[config.mk]
export PLATFORM = sky130hd
export DESIGN_NAME = bp_update_scheduler
export DESIGN_NICKNAME = d
export VERILOG_FILES = /design/src/rtl/bp_update_scheduler.sv
export SDC_FILE = /design/constraint.sdc
export NUM_CORES = 1
export LEC_CHECK = 0
export ABC_CLOCK_PERIOD_IN_PS = 6100
export BUFFER_PORTS_ARGS = -buffer_cell sky130_fd_sc_hd__buf_4
export CAP_MARGIN = 20
export CORE_ASPECT_RATIO = 1.1
export CORE_UTILIZATION = 40
export CTS_CLUSTER_DIAMETER = 60
export DETAILED_ROUTE_END_ITERATION = 12
export GPL_TIMING_DRIVEN = 0
export SYNTH_ARGS = -nofsm -noshare
export SYNTH_HDL_FRONTEND = slang
export SYNTH_SLANG_ARGS = --single-unit
[constraint.sdc]
create_clock -name clk -period 6.1 [get_ports clk]
set_input_delay 1.22 -clock clk [delete_from_list [all_inputs] [get_ports clk]]
set_output_delay 1.22 -clock clk [all_outputs]
set_load 0.02 [all_outputs]
[src/rtl/bp_update_scheduler.sv]
// Training-update scheduler for the gselect PHT/BTB: a dual-enqueue FIFO drained over one table write port,
// plus the post-reset/flush table clear sweep. Optional statistics counters: define BP_SCHED_STATS_EN.
module bp_update_scheduler #(
    parameter int ADDR_W = 32,
    parameter int IDX_W  = 8,
    parameter int DEPTH  = 8,
    parameter int CNT_W  = 16
) (
    input  logic                       clk,
    input  logic                       rst_n,
    input  logic                       upd0_valid,
    input  logic [ADDR_W-1:0]          upd0_pc,
    input  logic [ADDR_W-1:0]          upd0_target,
    input  logic                       upd0_isbranch,
    input  logic                       upd0_taken,
    input  logic                       upd1_valid,
    input  logic [ADDR_W-1:0]          upd1_pc,
    input  logic [ADDR_W-1:0]          upd1_target,
    input  logic                       upd1_isbranch,
    input  logic                       upd1_taken,
    input  logic                       flush,
    output logic                       upd_ready,
    output logic                       tbl_wr_valid,
    input  logic                       tbl_wr_ready,
    output logic                       tbl_wr_init,
    output logic [IDX_W-1:0]           tbl_wr_idx,
    output logic [ADDR_W-1:0]          tbl_wr_pc,
    output logic [ADDR_W-1:0]          tbl_wr_target,
    output logic                       tbl_wr_isbranch,
    output logic                       tbl_wr_taken,
    output logic                       init_done,
    output logic [$clog2(DEPTH):0]     fifo_count,
    output logic [CNT_W-1:0]           stat_accepted,
    output logic [CNT_W-1:0]           stat_dropped
);
    // Table write handshake: a write transfers on a cycle where tbl_wr_valid & tbl_wr_ready; while valid is
    // high without ready, idx and payload hold. Valid only drops without a transfer on flush or reset.
    localparam int PTR_W  = $clog2(DEPTH);
    localparam int CNT_FW = PTR_W + 1;

    typedef enum logic [1:0] {S_IDLE, S_INIT, S_RUN} state_t;

    typedef struct packed {
        logic [ADDR_W-1:0] pc;
        logic [ADDR_W-1:0] target;
        logic              isbranch;
        logic              taken;
    } entry_t;

    state_t             state_q, state_d;
    logic [IDX_W-1:0]   idx_q, idx_d;
    entry_t             mem_q [DEPTH];
    logic [PTR_W-1:0]   rd_ptr_q, rd_ptr_d;
    logic [PTR_W-1:0]   wr_ptr_q, wr_ptr_d;
    logic [CNT_FW-1:0]  count_q, count_d;
    logic               upd_ready_q, upd_ready_d;

    logic               flush_act, push0, push1, pop;
    logic [CNT_FW-1:0]  free_w;
    logic [PTR_W-1:0]   wr1_ptr;
    entry_t             head, new0, new1;

    assign flush_act = flush && (state_q != S_IDLE);
    assign free_w    = CNT_FW'(DEPTH) - count_q;
    // Space is judged on the registered count only, so a same-cycle pop never makes room.
    assign push0     = (state_q == S_RUN) && !flush_act && upd0_valid && (free_w >= CNT_FW'(1));
    assign push1     = (state_q == S_RUN) && !flush_act && upd1_valid &&
                       (free_w >= (push0 ? CNT_FW'(2) : CNT_FW'(1)));
    assign pop       = (state_q == S_RUN) && !flush_act && (count_q != '0) && tbl_wr_ready;
    assign wr1_ptr   = push0 ? wr_ptr_q + PTR_W'(1) : wr_ptr_q;
    assign head      = mem_q[rd_ptr_q];
    assign new0      = '{pc: upd0_pc, target: upd0_target, isbranch: upd0_isbranch, taken: upd0_taken};
    assign new1      = '{pc: upd1_pc, target: upd1_target, isbranch: upd1_isbranch, taken: upd1_taken};

    always_comb begin
        state_d     = state_q;
        idx_d       = idx_q;
        rd_ptr_d    = rd_ptr_q;
        wr_ptr_d    = wr_ptr_q;
        count_d     = count_q;
        case (state_q)
            S_IDLE: state_d = S_INIT;
            S_INIT: begin
                if (tbl_wr_ready) begin
                    idx_d = idx_q + IDX_W'(1);
                    if (idx_q == '1) state_d = S_RUN;
                end
            end
            S_RUN: begin
                rd_ptr_d = pop ? rd_ptr_q + PTR_W'(1) : rd_ptr_q;
                wr_ptr_d = wr_ptr_q + PTR_W'(push0) + PTR_W'(push1);
                count_d  = count_q + CNT_FW'(push0) + CNT_FW'(push1) - CNT_FW'(pop);
            end
            default: state_d = S_IDLE;
        endcase
        if (flush_act) begin
            state_d  = S_INIT;
            idx_d    = '0;
            rd_ptr_d = '0;
            wr_ptr_d = '0;
            count_d  = '0;
        end
        upd_ready_d = (state_d == S_RUN) && ((CNT_FW'(DEPTH) - count_d) >= CNT_FW'(2));
    end

    always_ff @(posedge clk or negedge rst_n) begin
        if (!rst_n) begin
            state_q     <= S_IDLE;
            idx_q       <= '0;
            rd_ptr_q    <= '0;
            wr_ptr_q    <= '0;
            count_q     <= '0;
            upd_ready_q <= 1'b0;
            for (int i = 0; i < DEPTH; i++) mem_q[i] <= '0;
        end else begin
            state_q     <= state_d;
            idx_q       <= idx_d;
            rd_ptr_q    <= rd_ptr_d;
            wr_ptr_q    <= wr_ptr_d;
            count_q     <= count_d;
            upd_ready_q <= upd_ready_d;
            if (push0) mem_q[wr_ptr_q] <= new0;
            if (push1) mem_q[wr1_ptr]  <= new1;
        end
    end

    // Sweep writes carry a zero payload; outside RUN the payload is forced to zero.
    assign tbl_wr_valid    = (state_q == S_INIT) || ((state_q == S_RUN) && (count_q != '0));
    assign tbl_wr_init     = (state_q == S_INIT);
    assign tbl_wr_idx      = (state_q == S_INIT) ? idx_q :
                             (state_q == S_RUN)  ? head.pc[IDX_W+1:2] : '0;
    assign tbl_wr_pc       = (state_q == S_RUN) ? head.pc       : '0;
    assign tbl_wr_target   = (state_q == S_RUN) ? head.target   : '0;
    assign tbl_wr_isbranch = (state_q == S_RUN) && head.isbranch;
    assign tbl_wr_taken    = (state_q == S_RUN) && head.taken;
    assign init_done       = (state_q == S_RUN);
    assign fifo_count      = count_q;
    assign upd_ready       = upd_ready_q;

`ifdef BP_SCHED_STATS_EN
    localparam int CNT_W1 = CNT_W + 1;
    logic [CNT_W-1:0] acc_q, drop_q;
    logic [1:0]       n_acc, n_drop;
    logic [CNT_W:0]   acc_sum, drop_sum;

    assign n_acc    = {1'b0, push0} + {1'b0, push1};
    assign n_drop   = {1'b0, upd0_valid && !push0} + {1'b0, upd1_valid && !push1};
    assign acc_sum  = {1'b0, acc_q}  + CNT_W1'(n_acc);
    assign drop_sum = {1'b0, drop_q} + CNT_W1'(n_drop);

    // Saturating; flush does not clear them.
    always_ff @(posedge clk or negedge rst_n) begin
        if (!rst_n) begin
            acc_q  <= '0;
            drop_q <= '0;
        end else begin
            acc_q  <= acc_sum[CNT_W]  ? '1 : acc_sum[CNT_W-1:0];
            drop_q <= drop_sum[CNT_W] ? '1 : drop_sum[CNT_W-1:0];
        end
    end

    assign stat_accepted = acc_q;
    assign stat_dropped  = drop_q;
`else
    assign stat_accepted = '0;
    assign stat_dropped  = '0;
`endif

endmodule

==> metrics.log, run 1 <==
INFO  metric clkSlewWorstSetupHoldPaths = approximately 60 ps
INFO  metric dr_total_vias = 20500
INFO  metric design.die.area = 81000 um^2
INFO  metric post_synth_num_cell_types = 52
INFO  metric cts_max_level = 3
INFO  metric grt_util_all_layers = 0.236
INFO  metric first_pass_iters = 5
INFO  metric avgViaCountPerCell = 5.56
INFO  metric fin_total_pwr = 8080 uW
INFO  metric yosysWarnings = 0
INFO  metric clkLatencyLatePin = 610 ps
INFO  metric synth_seq_area_share = 0.430
INFO  metric outcome = finished clean
INFO  metric setup_viol = 0
INFO  metric path_depth = 7
INFO  metric totalNegativeSetupSlack = 0 ps
INFO  metric die_w = 271 um
INFO  metric cp-startpoint = rd_ptr_q[0]
INFO  metric timing.critical_path.arrival = 4080 ps
INFO  metric worst-r2r-cell-count = 20
INFO  metric timing.hold.worst.class = reg -> reg
INFO  metric grt_pass1_wl = around 140 mm
INFO  metric cp-endpoint = tbl_wr_pc[23]
INFO  metric critical_path.reg2reg.startpoint = fifo_count[1]
INFO  metric final_max_slew_violation_count = 0
INFO  metric ios = about 250
INFO  metric vdd.ir_drop.worst = 221 uV
INFO  metric detailedRoute.firstIterationViolations = roughly 1100
INFO  metric core-area = just under 80000 um^2
INFO  metric synth_largest_type_area_fraction = 0.430
INFO  metric fin_util = 0.475
INFO  metric required = 4880 ps
INFO  metric max_freq = 189 MHz
INFO  metric cts_tree = yes
INFO  metric postRouteWirelength = 94.5 mm
INFO  metric post-route-min-period = 5300 ps
INFO  metric synthesized_flop_and_latch_total = 549
INFO  metric ys_async_sr_fraction = 1.00
INFO  metric worstPathBufferInverterCount = 4
INFO  metric setup.worst_path.start_class = flip-flop
INFO  metric worst_path_largest_cell_delay = 820 ps
INFO  metric clk_path_buf_depth = 3
INFO  metric drt.antenna.violating_nets = 0
INFO  metric top_cell_by_count_worst_path = clkbuf_1
INFO  metric hold_ws = 610 ps
INFO  metric synth_top_cells_by_count = 990 x mux2_2, 549 x dfrtp_1, 132 x mux4_2, 94 x buf_2, 84 x nor2_1
INFO  metric cpMaxStageDelayCell = clkbuf_1
INFO  metric grt_antenna_before_repair = 13
INFO  metric place_hpwl = about 63 mm
INFO  metric final_layout_size_suffix_gt1_frac = 0.627
INFO  metric final_design_area_no_fill = 37400 um^2
INFO  metric num_rows = 108
INFO  metric start_util = 0.405
INFO  metric slew_headroom = 0.222
INFO  metric post_synth_main_area_contributors = dfrtp_1 43%, mux2_2 35%, mux4_2 9.3%
INFO  metric min-delay-start = idx_q[7]
INFO  metric io_buffer_count = 218
INFO  metric crit_path_end_kind = output pin
INFO  metric num-fill-cells = 7006
INFO  metric first_global_vias = 22400
INFO  metric reg2reg_setup_slack = roughly 860 ps
INFO  metric synth_edf_count = 0
INFO  metric maxCapViolations = 0
INFO  metric pwr_density_cell = between 200 and 250 nW/um^2
INFO  metric gp_congestion = 0.803
INFO  metric dpl-instance-area = 35100 um^2
INFO  metric grt_setup_unrepaired = no
INFO  metric hold_violations = 0
INFO  metric r2r-end = upd_ready
INFO  metric grt_max_degree = 123
INFO  metric ys_dominant_reg_cell = dfrtp_1
INFO  metric worst_path_dominant_cell_family = buffers and inverters
INFO  metric drcViolationCount = 0
INFO  metric post-route-period-util = 0.868
INFO  metric post_cts_hold_buffer_count = 0
INFO  metric critical_path_class = reg -> out
INFO  metric detail_route.wl_per_cell = 25.7 um
INFO  metric globalRouteOverflowTotal = 0
INFO  metric synth.avg_cell_area = 14.2 um^2
INFO  metric synth.most_common_cell = mux2_2
INFO  metric critical_path.max_fanout = 10
INFO  metric synthesis.instances = 2248
INFO  metric worst_slew_pin_slew = between 1000 and 1500 ps
INFO  metric cts-buffers-inserted = roughly 70
INFO  metric cts.sink_count = ~550
INFO  metric cts_root_buf = clkbuf_16
INFO  metric critical_path.cell_chain = clkbuf_1 > clkbuf_1 > buf_2 > mux4_2 > mux2i_1 > nor2_1 > buf_4
INFO  metric cts.repair_timing.setup_buffer_count = 0
INFO  metric netlist_area = 31900 um^2
INFO  metric cts_resized = 0
INFO  metric synth_area_leader_cell = dfrtp_1
INFO  metric flow.area_growth_from_synthesis = 17.3%
INFO  metric die_height = a little under 300 um
INFO  metric p_leak = roughly 0.018 uW
INFO  metric final_net_count = 2730
INFO  metric fin_skew = 18.0 ps
layout by cell type (no fill, tap or decap), types with 15 or more instances in the layout:
| cell type | instances |
|---|---|
| mux2_4 | 40 |
| buf_2 | 94 |
| mux2_1 | 26 |
| conb_1 | 32 |
| buf_4 | 257 |
| ha_1 | 15 |
| nand2_1 | 21 |
| inv_1 | 20 |
| clkbuf_16 | 70 |
| dfrtp_1 | 549 |
| clkbuf_1 | 58 |
| mux2i_1 | 70 |
| nor2_1 | 84 |
| mux2_2 | 990 |
| o21ai_0 | 15 |
| mux4_2 | 132 |
kinds of logic after synthesis:
family | count (synthesis) | synth area share
AND/OR/NAND/NOR | 144 | 0.0208
adder cells (fa/ha/maj) | 18 | 0.00776
multiplexers | 1258 | 0.492
other | 1 | 0.000117
flip-flops | 549 | 0.430
AO/OA/AOI/OAI | 50 | 0.0101
buffers and inverters | 216 | 0.0352
XOR/XNOR | 12 | 0.00353
power breakdown:
part | switching (uW) | total, uW | leakage (uW) | internal [uW]
clock | 1650 | 4140 | 0.00113 | 2490
sequential | 2.15 | 3650 | 0.00767 | 3640
combinational | 203 | 294 | 0.00957 | 91.4
total | 1850 | 8080 | 0.0184 | 6230
state kept, by name (all words and copies together) (netlist names):
| register | cells |
|---|---|
| mem_q | 528 |
| fifo_count | 4 |
| state_q | 2 |
| rd_ptr_q | 3 |
| wr_ptr_q | 3 |
| upd_ready | 1 |
| idx_q | 8 |
per-stage QoR:
stage | instances | worst slack, ps
after floorplan | 2279 | 937
after global placement | 3542 | -2190
after detailed placement | 3548 | 360
after CTS | 3670 | 606
after global routing | 3675 | 499
final | 3678 | 803
metal layers:
metal / vias up / global-route usage / share of wire
li1: 8969 / - / -
met1: 10800 / 0.300 / 0.41
met2: 539 / 0.398 / 0.50
met3: 170 / 0.0444 / 0.054
met4: 14 / 0.0881 / 0.034
met5: - / 0 / 0.0010
layout make-up:
type | count | area, um^2 | area share
multi-input combinational | 1514 | 17200 | 0.459
sequential | 549 | 13700 | 0.367
clock buffer | 97 | 1980 | 0.0530
timing repair buffer | 225 | 1800 | 0.0479
tap | 1045 | 1310 | 0.0349
buffer | 195 | 1040 | 0.0279
clock inverter | 25 | 299 | 0.00799
inverter | 21 | 78.8 | 0.00210
antenna | 7 | 17.5 | 0.000468
worst min-delay path by stage:
stage	end	slack, ps	depth (start not counted)
floorplan	idx_q[6]	530	2
global placement	idx_q[6]	560	2
detailed placement	idx_q[6]	600	2
CTS	idx_q[6]	610	2
global route	idx_q[6]	630	2
finish	idx_q[7]	610	2
worst reg2reg max path, stage by stage, from the launching register on:
cell and delay [ps]:
dfrtp_1 500, inv_1 140, ha_1 210, nor2b_1 150, xnor2_2 420, a21oi_4 170, inv_2 210, ha_1 260
o21ai_0 200, a31oi_2 190, fa_1 440, inv_1 90, fa_1 420, nor2_1 110, a21oi_1 50, o21ai_0 340
inv_1 120, ha_1 210, or4b_2 650, o21ai_0 180, nor3_1 70
No activity file was read; power rests on OpenSTA's default activity.
==> run 2, diff against run 1 <==
BUFFER_PORTS_ARGS = -buffer_cell sky130_fd_sc_hd__clkbuf_2   (was -buffer_cell sky130_fd_sc_hd__buf_4)
CAP_MARGIN = 40   (was 20)
CTS_CLUSTER_DIAMETER = 40   (was 60)
==> metrics.log, run 2 (synthesized netlist as in run 1, its figures left out) <==
INFO  metric outcome = finished clean
INFO  metric largest-register = mem_q
INFO  metric grt_most_used_layer = met2
INFO  metric dr_total_vias = 20800 (+1.5%)
INFO  metric grt_setup_unrepaired = no
INFO  metric switching_power = 2190 uW (+18%)
INFO  metric worst_slew_pin_slew = 907 ps (-259 ps)
INFO  metric core-area = 78900 um^2 (unchanged)
INFO  metric max_freq = 188 MHz (-0.48%)
INFO  metric die_height = 298 um (unchanged)
INFO  metric avgViaCountPerCell = 5.51 (-0.86%)
INFO  metric grt_util_all_layers = 0.235 (-0.000699)
INFO  metric comb_power_share = 0.028 (-0.008)
INFO  metric cts.repair_timing.setup_buffer_count = 0 (unchanged)
INFO  metric fin_skew = 16.0 ps (-2.09 ps)
INFO  metric cts-buffers-inserted = 99 (+46%)
INFO  metric grt_util_met2 = 0.399 (+0.000790)
INFO  metric p_seq_frac = 0.382 (-0.069)
INFO  metric critical_path_class = reg -> reg
INFO  metric maxCapViolations = 0 (unchanged)
INFO  metric clkLatencyLatePin = 640 ps (+30 ps)
INFO  metric final_layout_size_suffix_gt1_frac = 0.640 (+0.0124)
INFO  metric die_w = 271 um (unchanged)
INFO  metric timing.critical_path.arrival = 5830 ps (+1750 ps)
INFO  metric final_net_count = 2784 (+2.0%)
INFO  metric critical_path.max_fanout = 7 (-3)
INFO  metric grt_max_degree = 109 (-11%)
INFO  metric first_global_vias = 22700 (+1.1%)
INFO  metric fin_util = 0.486 (+0.0118)
INFO  metric dpl-instance-area = 34900 um^2 (-0.67%)
INFO  metric cpMaxStageDelayCell = or4b_2
INFO  metric cts_max_level = 3 (unchanged)
INFO  metric dp_worst_slack = 333 ps (-27.4 ps)
INFO  metric required = 6610 ps (+1730 ps)
INFO  metric met3_usage = 0.0542 (+0.00983)
INFO  metric setup_ws = 778 ps (-25.8 ps)
INFO  metric detailedRoute.firstIterationViolations = 1243 (+12%)
INFO  metric vdd.ir_drop.worst = 243 uV (+9.9%)
INFO  metric post-route-min-period = 5320 ps (+25.8 ps)
INFO  metric setup_viol = 0 (unchanged)
INFO  metric ios = 252 (unchanged)
INFO  metric power_report.internal_total = 7360 uW (+18%)
INFO  metric post-route-period-util = 0.873 (+0.00423)
INFO  metric start_util = 0.405 (unchanged)
INFO  metric pwr_density_cell = 249 nW/um^2 (+15%)
INFO  metric num_rows = 108 (unchanged)
INFO  metric globalRouteOverflowTotal = 0 (unchanged)
INFO  metric worst_path_largest_cell_delay = 650 ps (-170 ps)
INFO  metric layout.cells.most_common = mux2_2
INFO  metric slew_headroom = 0.395 (+0.173)
INFO  metric hold_ws = 566 ps (-44.5 ps)
INFO  metric drt.antenna.violating_nets = 0 (unchanged)
INFO  metric design.die.area = 81000 um^2 (unchanged)
INFO  metric timing.hold.worst.class = reg -> reg
INFO  metric largest_register_ffs = 528 (unchanged)
INFO  metric hold_violations = 0 (unchanged)
INFO  metric grtUsageMet1 = 0.291 (-0.00938)
INFO  metric gp_congestion = 0.804 (+0.17%)
INFO  metric worstPathBufferInverterCount = 4 (unchanged)
INFO  metric io_buffer_count = 218 (unchanged)
INFO  metric worst_path_dominant_cell_family = adder cells
INFO  metric grt_pass1_wl = 143 mm (-0.17%)
INFO  metric power.share.switching = 0.229 (about the same)
INFO  metric place_hpwl = 63.7 mm (+1.8%)
INFO  metric mostFrequentLayoutCells = 990 x mux2_2, 549 x dfrtp_1, 217 x clkbuf_2
INFO  metric cts_resized = 0 (unchanged)
INFO  metric final_design_area_no_fill = 38400 um^2 (+2.5%)
INFO  metric cts_tree = yes
INFO  metric clkPwrFrac = 0.590 (+0.078)
INFO  metric post_cts_hold_buffer_count = 0 (unchanged)
INFO  metric grt_antenna_before_repair = 17 (+4)
INFO  metric p_leak = 0.0189 uW (+3.0%)
INFO  metric setup.worst_path.start_class = flip-flop
INFO  metric final_max_slew_violation_count = 0 (unchanged)
INFO  metric flow.area_growth_from_synthesis = 20.2%
INFO  metric first_pass_iters = 5 (unchanged)
INFO  metric detail_route.wl_per_cell = 25.2 um (-2.0%)
INFO  metric totalNegativeSetupSlack = 0 ps (unchanged)
INFO  metric critical_path.cell_chain = inv_1 > ha_1 > nor2b_1 > xnor2_2 > a21oi_4 > inv_2 > ha_1 > o21ai_0 > a31oi_2 > fa_1 > inv_1 > fa_1 > nor2_1 > a21oi_1 > o21ai_0 > inv_1 > ha_1 > or4b_2 > o21ai_0 > nor3_1
INFO  metric postRouteWirelength = 94.7 mm (+0.29%)
INFO  metric clk_path_buf_depth = 3 (unchanged)
INFO  metric cts.sink_count = 549 (unchanged)
INFO  metric cts_root_buf = clkbuf_16
INFO  metric drcViolationCount = 0 (unchanged)
INFO  metric crit_path_end_kind = flip-flop
INFO  metric clkSlewWorstSetupHoldPaths = 50 ps (about the same)
run 2: cell count changes in the layout (fill, tap and decap cells not counted), moves of 7 or more:
cell,delta
inv_6,+7
clkbuf_8,+7
buf_6,+13
clkinvlp_4,+7
buf_4,-217
clkbuf_16,+32
clkbuf_2,+217
buf_8,+8
run 2: final timing paths:
check                      slack, ps    endpoint  cells past startpoint     startpoint
max reg2reg                      780   upd_ready                     20  fifo_count[1]
max in group asynchronous       3560  mem_q[415]                      4          rst_n
max                              780   upd_ready                     20  fifo_count[1]
min                              570    idx_q[6]                      2       idx_q[6]
min reg2reg                      570    idx_q[6]                      2       idx_q[6]
min in group asynchronous        660  mem_q[435]                      1          rst_n
run 2: routing by layer:
| metal | vias up | share of wire |
|---|---|---|
| met4 | 18 | 0.031 |
| li1 | 9135 | - |
| met3 | 193 | 0.058 |
| met1 | 10900 | 0.41 |
| met5 | - | 0.0012 |
| met2 | 543 | 0.50 |
run 2: final cells by class:
type                    instances  area (um^2)
diodes                          9         22.5
repair buffers                248         1560
well taps                    1045         1310
flip-flops and latches        549        13700
plain buffers                 195         1040
clock buffers                 133         2860
clock inverters                51          586
fillers                      6925        40500
inverters                      21         78.8
multi-input cells            1514        17200
run 2: worst reg2reg max path, delay by kind of cell, from the launching register on:
| family | cells | cell delay, ps |
|---|---|---|
| simple gates | 4 | 970 |
| flops | 1 | 490 |
| compound gates | 6 | 1230 |
| xor+xnor | 1 | 400 |
| buf+inv | 4 | 570 |
| fa+ha+maj | 5 | 1520 |
run 2: power groups by stage:
stage | clock network [uW] | logic (uW) | registers, uW
2_1_floorplan | 0 | 48.6 | 3710
3_3_place_gp | 0 | 247 | 3720
3_5_place_dp | 0 | 272 | 3710
4_1_cts | 5740 | 272 | 3650
5_1_grt | 5910 | 300 | 3650
6_report | 5630 | 269 | 3650
run 2: per-stage QoR:
step	power, uW	instances
after global placement	3960	3542
after CTS	9660	3755
after global routing	9860	3760
after detailed placement	3980	3571
final	9550	3765
after floorplan	3760	2279
